### src/rtl/alu_result_streamer_if.sv
// Byte-wide valid/ready stream carrying formatted ALU result records.
interface alu_result_streamer_if;
    logic [7:0] tx_data;
    logic       tx_valid;
    logic       tx_ready;

    // Record source side
    modport master (
        output tx_data,
        output tx_valid,
        input  tx_ready
    );

    // Byte consumer side (e.g. the debug UART transmitter)
    modport slave (
        input  tx_data,
        input  tx_valid,
        output tx_ready
    );
endinterface

### src/rtl/alu_result_streamer.sv
// Captures ALU results with their opcode/funct fields into a small FIFO and
// streams each entry out as a 6-byte record:
//   {zero,0,opcode} {00,funct} result[31:24] [23:16] [15:8] [7:0]
module alu_result_streamer #(
    parameter int NB_REG     = 32,
    parameter int NB_OPCODE  = 6,
    parameter int NB_FCODE   = 6,
    parameter int FIFO_DEPTH = 4
) (
    input  logic                          i_clock,
    input  logic                          i_reset,
    input  logic                          i_capture,
    input  logic [NB_OPCODE-1:0]          i_opcode,
    input  logic [NB_FCODE-1:0]           i_funct_code,
    input  logic [NB_REG-1:0]             i_result,
    input  logic                          i_zero,
    alu_result_streamer_if.master         tx,
    output logic                          o_busy,
    output logic [$clog2(FIFO_DEPTH):0]   o_fifo_count,
    output logic                          o_overflow
);

    localparam int PTR_W    = $clog2(FIFO_DEPTH);
    localparam int CNT_W    = PTR_W + 1;
    localparam int NB_ENTRY = 1 + NB_OPCODE + NB_FCODE + NB_REG;

    localparam logic [0:0] ST_IDLE = 1'b0;
    localparam logic [0:0] ST_SEND = 1'b1;

    localparam logic [CNT_W-1:0] FULL_COUNT = CNT_W'(FIFO_DEPTH);
    localparam logic [2:0]       LAST_IDX   = 3'd5;

    logic [NB_ENTRY-1:0]  fifo_mem [FIFO_DEPTH];
    logic [PTR_W-1:0]     wr_ptr;
    logic [PTR_W-1:0]     rd_ptr;
    logic [CNT_W-1:0]     count;

    logic [0:0]           state;
    logic [2:0]           idx;
    logic [47:0]          shreg;

    logic                 full;
    logic                 pop;
    logic                 push;
    logic                 handshake;

    logic [NB_ENTRY-1:0]  head;
    logic                 head_zero;
    logic [NB_OPCODE-1:0] head_opcode;
    logic [NB_FCODE-1:0]  head_funct;
    logic [NB_REG-1:0]    head_result;
    logic [47:0]          head_record;

    assign full      = (count == FULL_COUNT);
    assign pop       = (state == ST_IDLE) && (count != '0);
    // A pop in the same cycle frees a slot, so a capture into a full FIFO
    // is still accepted then; the write lands on the slot being read out.
    assign push      = i_capture && (!full || pop);
    assign handshake = tx.tx_valid && tx.tx_ready;

    assign head        = fifo_mem[rd_ptr];
    assign head_zero   = head[NB_ENTRY-1];
    assign head_opcode = head[NB_REG+NB_FCODE +: NB_OPCODE];
    assign head_funct  = head[NB_REG +: NB_FCODE];
    assign head_result = head[NB_REG-1:0];
    assign head_record = {head_zero, 1'b0, head_opcode, 2'b00, head_funct, head_result};

    assign tx.tx_valid  = (state == ST_SEND);
    assign tx.tx_data   = shreg[47:40];
    assign o_busy       = (state == ST_SEND) || (count != '0);
    assign o_fifo_count = count;

    // Record storage: entries are written at the write pointer on each accepted capture
    always_ff @(posedge i_clock) begin
        if (push) begin
            fifo_mem[wr_ptr] <= {i_zero, i_opcode, i_funct_code, i_result};
        end
    end

    // FIFO pointers, occupancy and the sticky overflow flag
    always_ff @(posedge i_clock) begin
        if (i_reset) begin
            wr_ptr     <= '0;
            rd_ptr     <= '0;
            count      <= '0;
            o_overflow <= 1'b0;
        end else begin
            if (push) begin
                wr_ptr <= wr_ptr + PTR_W'(1);
            end
            if (pop) begin
                rd_ptr <= rd_ptr + PTR_W'(1);
            end
            if (push && !pop) begin
                count <= count + CNT_W'(1);
            end else if (pop && !push) begin
                count <= count - CNT_W'(1);
            end
            if (i_capture && !push) begin
                o_overflow <= 1'b1;
            end
        end
    end

    // Send FSM: load the head record, then shift one byte out per handshake
    always_ff @(posedge i_clock) begin
        if (i_reset) begin
            state <= ST_IDLE;
            idx   <= '0;
            shreg <= '0;
        end else if (pop) begin
            shreg <= head_record;
            idx   <= '0;
            state <= ST_SEND;
        end else if ((state == ST_SEND) && handshake) begin
            shreg <= {shreg[39:0], 8'h00};
            idx   <= idx + 3'd1;
            if (idx == LAST_IDX) begin
                state <= ST_IDLE;
            end
        end
    end

endmodule

### src/flat_wrapper.sv
// flat-port wrapper written by rule: the top's interface ports become plain ports
module alu_result_streamer_flat 
#(
    parameter int NB_REG     = 32,
    parameter int NB_OPCODE  = 6,
    parameter int NB_FCODE   = 6,
    parameter int FIFO_DEPTH = 4
)
  (i_clock, i_reset, i_capture, i_opcode, i_funct_code, i_result, i_zero, o_busy, o_fifo_count, o_overflow, tx_tx_data, tx_tx_valid, tx_tx_ready);
  alu_result_streamer_if tx_i ();
  input  logic i_clock;
  input  logic i_reset;
  input  logic i_capture;
  input  logic [NB_OPCODE-1:0] i_opcode;
  input  logic [NB_FCODE-1:0] i_funct_code;
  input  logic [NB_REG-1:0] i_result;
  input  logic i_zero;
  output logic o_busy;
  output logic [$clog2(FIFO_DEPTH):0] o_fifo_count;
  output logic o_overflow;
  output wire logic [$bits(tx_i.tx_data)-1:0] tx_tx_data;
  output wire logic [$bits(tx_i.tx_valid)-1:0] tx_tx_valid;
  input wire logic [$bits(tx_i.tx_ready)-1:0] tx_tx_ready;
  assign tx_tx_data = tx_i.tx_data;
  assign tx_tx_valid = tx_i.tx_valid;
  assign tx_i.tx_ready = tx_tx_ready;
  alu_result_streamer #(.NB_REG(NB_REG), .NB_OPCODE(NB_OPCODE), .NB_FCODE(NB_FCODE), .FIFO_DEPTH(FIFO_DEPTH)) u_core (.i_clock(i_clock), .i_reset(i_reset), .i_capture(i_capture), .i_opcode(i_opcode), .i_funct_code(i_funct_code), .i_result(i_result), .i_zero(i_zero), .tx(tx_i), .o_busy(o_busy), .o_fifo_count(o_fifo_count), .o_overflow(o_overflow));
endmodule
### config.mk
export PLATFORM = sky130hd
export DESIGN_NAME = alu_result_streamer_flat
export DESIGN_NICKNAME = d
export VERILOG_FILES = /design/src/rtl/alu_result_streamer_if.sv /design/src/rtl/alu_result_streamer.sv /design/src/flat_wrapper.sv
export SDC_FILE = /design/constraint.sdc
export NUM_CORES = 1
export LEC_CHECK = 0
export ABC_AREA = 0
export ABC_CLOCK_PERIOD_IN_PS = 6700
export BUFFER_PORTS_ARGS = -buffer_cell sky130_fd_sc_hd__buf_4
export CAP_MARGIN = 20
export CORE_UTILIZATION = 45
export DETAILED_ROUTE_END_ITERATION = 12
export PLACE_DENSITY = 0.63
export SETUP_SLACK_MARGIN = 0.5
export SLEW_MARGIN = 20
export SYNTH_ARGS = -nofsm -noshare
export SYNTH_HDL_FRONTEND = slang
export SYNTH_SLANG_ARGS = --single-unit
### constraint.sdc
create_clock -name i_clock -period 6.7 [get_ports i_clock]
set_clock_uncertainty 0.15 [all_clocks]
set_input_delay 0.67 -clock i_clock [delete_from_list [all_inputs] [get_ports i_clock]]
set_output_delay 0.67 -clock i_clock [all_outputs]
set_load 0.1 [all_outputs]
==> results.ini <==
[final_layout]
seq_area_um2 = 6650
multi_input_area_um2 = 2250
nFillCells = 1544
nNetsFinal = 598
final_layout_size_suffix_gt1_share_pct = 29.3
syn_to_final_growth_pct = 16.3
n_antenna_cell = 0

[floorplan]
dieWidth_um = 145
placeableCoreArea_um2 = 19700
placementRows = 51
ios = 63
die_h_um = 145
start_util_pct = 46.5
dieArea_um2 = 20900

[yosys]
ys_ff_latch = 242
seq_area_frac_synth_pct = 72.6
synth-edff-count = 180
netlist-cell-type-count = 37
avgSynthCellArea_um2 = 19.0
ys.flop_type = edfxtp_1
yosysWarningCount = 0
syn_inst = 483
synth_area_um2 = 9160
syn_nets = 540
async_reset_ff_share_pct = 0

[sta]
fin_crit_ns = 2.73
setup_slack_ns = 3.97
maxSlewHeadroom_pct = 42.7
hold_viol_final = 0
setup_viol = 0
worst_pin_slew_ns = 0.853
rsz0062_at_grt = false
min_period_over_period_pct = 40.8
max_freq_mhz = 366
setup-tns-final_ns = 0
finalMaxSlewViolations = 0

[clock_tree]
h-tree-depth = 1
cts.sinks = 242
root_buffer = clkbuf_16
path_clk_slew_ns = 0.06
hold_buffers = 0
clockBufferDepth = 3
post_cts_buffers = 0
post_cts_resized = 0
cts_tree = done
cts_buffers = 25
clk_latency_ns = 0.52

[grt]
grt_pass1_wl_mm = 27.1
globalRouteTotalUtil_pct = 17.6
grt.overflow.total = 0
grt_pass1_vias = 4805
grt_max_degree = 53
antenna_found_initial = 0

[pwr]
p_switching_mw = 1.35
pwr-share-seq_pct = 45.5
pwr-share-comb_pct = 23.8
ir_worst_vdd_mv = 0.215
p_leak_nw = 3.55
pwr-share-clk_pct = 30.7
switching_share_pct = 30.2
power_density_nw_per_um2 = 419
power.internal_mw = 3.12

[setup_path]
end_kind = flip-flop
critPathMaxFanout = 44
crit_type = flip-flop to flip-flop
crit_required_ns = 6.99
arrival_ns = 3.02
worstSetupStartpointType = flip-flop

[route]
post_drt_via_cell_ratio = 5.74
wl_per_cell_um = 21.7
vias = 4735
drtPass1Iterations = 8
ant_nets = 0
drc = 0
drtIter0Drc = 449
wl_mm = 17.9

[placed_design]
place.gp.congestion = 0.686
portBuffers = 62
post-place-ws_ns = 3.78
hpwl_mm = 10.4

[outcome]
status = finished clean

[min_path]
hold_class = primary input to flip-flop

[run]
max-cap-violations = 0

sequential cells by signal, indices dropped and copies added, names as in the netlist, named ones only:
| signal | count |
|---|---|
| u_core.rd_ptr | 2 |
| u_core.idx | 3 |
| u_core.shreg | 48 |
| u_core.wr_ptr | 2 |
| u_core.tx.tx_valid | 1 |
| u_core.o_overflow | 1 |
| u_core.fifo_mem | 180 |
| u_core.o_fifo_count | 3 |
cell type report:
| cell class | count | share of cell area (%) |
|---|---|---|
| clock buffer | 37 | 6.77 |
| sequential | 242 | 62.4 |
| inverter | 6 | 0.211 |
| tap | 265 | 3.11 |
| clock inverter | 9 | 0.928 |
| timing repair buffer | 72 | 5.45 |
| multi-input combinational | 194 | 21.1 |
cell families after synthesis:
logic type / Yosys count / synth area share (%)
flip-flops: 242 / 72.6
AND/OR/NAND/NOR: 72 / 5.61
AO/OA/AOI/OAI: 64 / 6.05
buffers and inverters: 47 / 3.05
multiplexers: 46 / 11.2
adder cells (fa/ha/maj): 8 / 1.17
XOR/XNOR: 4 / 0.383
Yosys cell counts (2+ instances only):
| master | n | area (µm²) |
|---|---|---|
| dfxtp_1 | 62 | 1240 |
| a22o_1 | 8 | 70.1 |
| xor2_1 | 3 | 26.3 |
| buf_4 | 8 | 60.1 |
| nand2_1 | 8 | 30.0 |
| nor4b_1 | 37 | 324 |
| a21oi_1 | 10 | 50.1 |
| buf_2 | 4 | 20.0 |
| ha_1 | 7 | 87.6 |
| a221o_1 | 37 | 370 |
| and3_1 | 4 | 25.0 |
| nor2_1 | 9 | 33.8 |
| o21ai_0 | 5 | 25.0 |
| nand3_1 | 3 | 15.0 |
| edfxtp_1 | 180 | 5410 |
| buf_6 | 9 | 101 |
| clkbuf_1 | 19 | 71.3 |
| mux4_2 | 45 | 1010 |
| inv_1 | 6 | 22.5 |
| or3_1 | 2 | 12.5 |
final timing paths:
check,start,slack [ns],depth (start not counted),endpoint
setup / recovery,u_core.o_fifo_count[0]$_SDFFE_PP0P_,3.97,9,u_core.o_fifo_count[2]$_SDFFE_PP0P_
hold / removal,i_result[5],0.19,1,u_core.fifo_mem[1][5]$_DFFE_PP_
setup reg to reg,u_core.o_fifo_count[0]$_SDFFE_PP0P_,3.97,9,u_core.o_fifo_count[2]$_SDFFE_PP0P_
hold reg to reg,u_core.shreg[38]$_SDFFE_PP0P_,0.31,2,u_core.shreg[38]$_SDFFE_PP0P_
critical path, cell delays in order, from the launching register on:
cell	delay, ns
dfxtp_1	0.41
nor3_4	0.20
buf_4	0.48
or2_2	0.21
ha_1	0.17
inv_1	0.06
fa_1	0.37
xor2_1	0.18
or3_1	0.30
a21oi_1	0.13
stage by stage:
stage          cells  hold WS, ns  power [mW]  area (µm²)  utilization [%]
6_report         825        0.193        4.47       10700             54.0
5_1_grt          825        0.180        4.64       10700             54.0
4_1_cts          825        0.178        4.51       10700             54.0
3_5_place_dp     779        0.303        3.14        9830             49.9
3_3_place_gp     777        0.299        3.10        9780             49.6
2_1_floorplan    483        0.282        2.88        9160                -
cell usage in the layout, fill, tap and decap left out, drive strengths merged, types with 4 or more instances in the layout:
| cell type | netlist | routed |
|---|---|---|
| inv | 6 | 8 |
| mux4 | 45 | 45 |
| nand2 | 8 | 8 |
| and3 | 4 | 4 |
| o21ai | 5 | 5 |
| buf | 22 | 72 |
| dfxtp | 62 | 62 |
| nor4b | 37 | 37 |
| edfxtp | 180 | 180 |
| clkinv | 0 | 4 |
| nor2 | 9 | 9 |
| a21oi | 11 | 11 |
| ha | 7 | 7 |
| a221o | 37 | 37 |
| clkbuf | 19 | 37 |
| a22o | 8 | 8 |
routing by layer:
metal  share of wire, %  vias up  GRT usage [%]  wire [µm]
met2                 50      148           29.6       8920
met5                  0        -              0          0
li1                   -     2112              -          -
met4                3.0        0           6.26        532
met3                5.7       32           3.09       1010
met1                 42     2443           22.9       7440
power by group through the flow:
stage	combinational, mW	sequential (mW)	clock, mW
6_report	1.06	2.03	1.37
5_1_grt	1.13	2.06	1.45
4_1_cts	1.07	2.04	1.39
3_5_place_dp	1.07	2.07	0
3_3_place_gp	1.03	2.06	0
2_1_floorplan	0.891	1.99	0
Power figures use the tool's default switching activity.
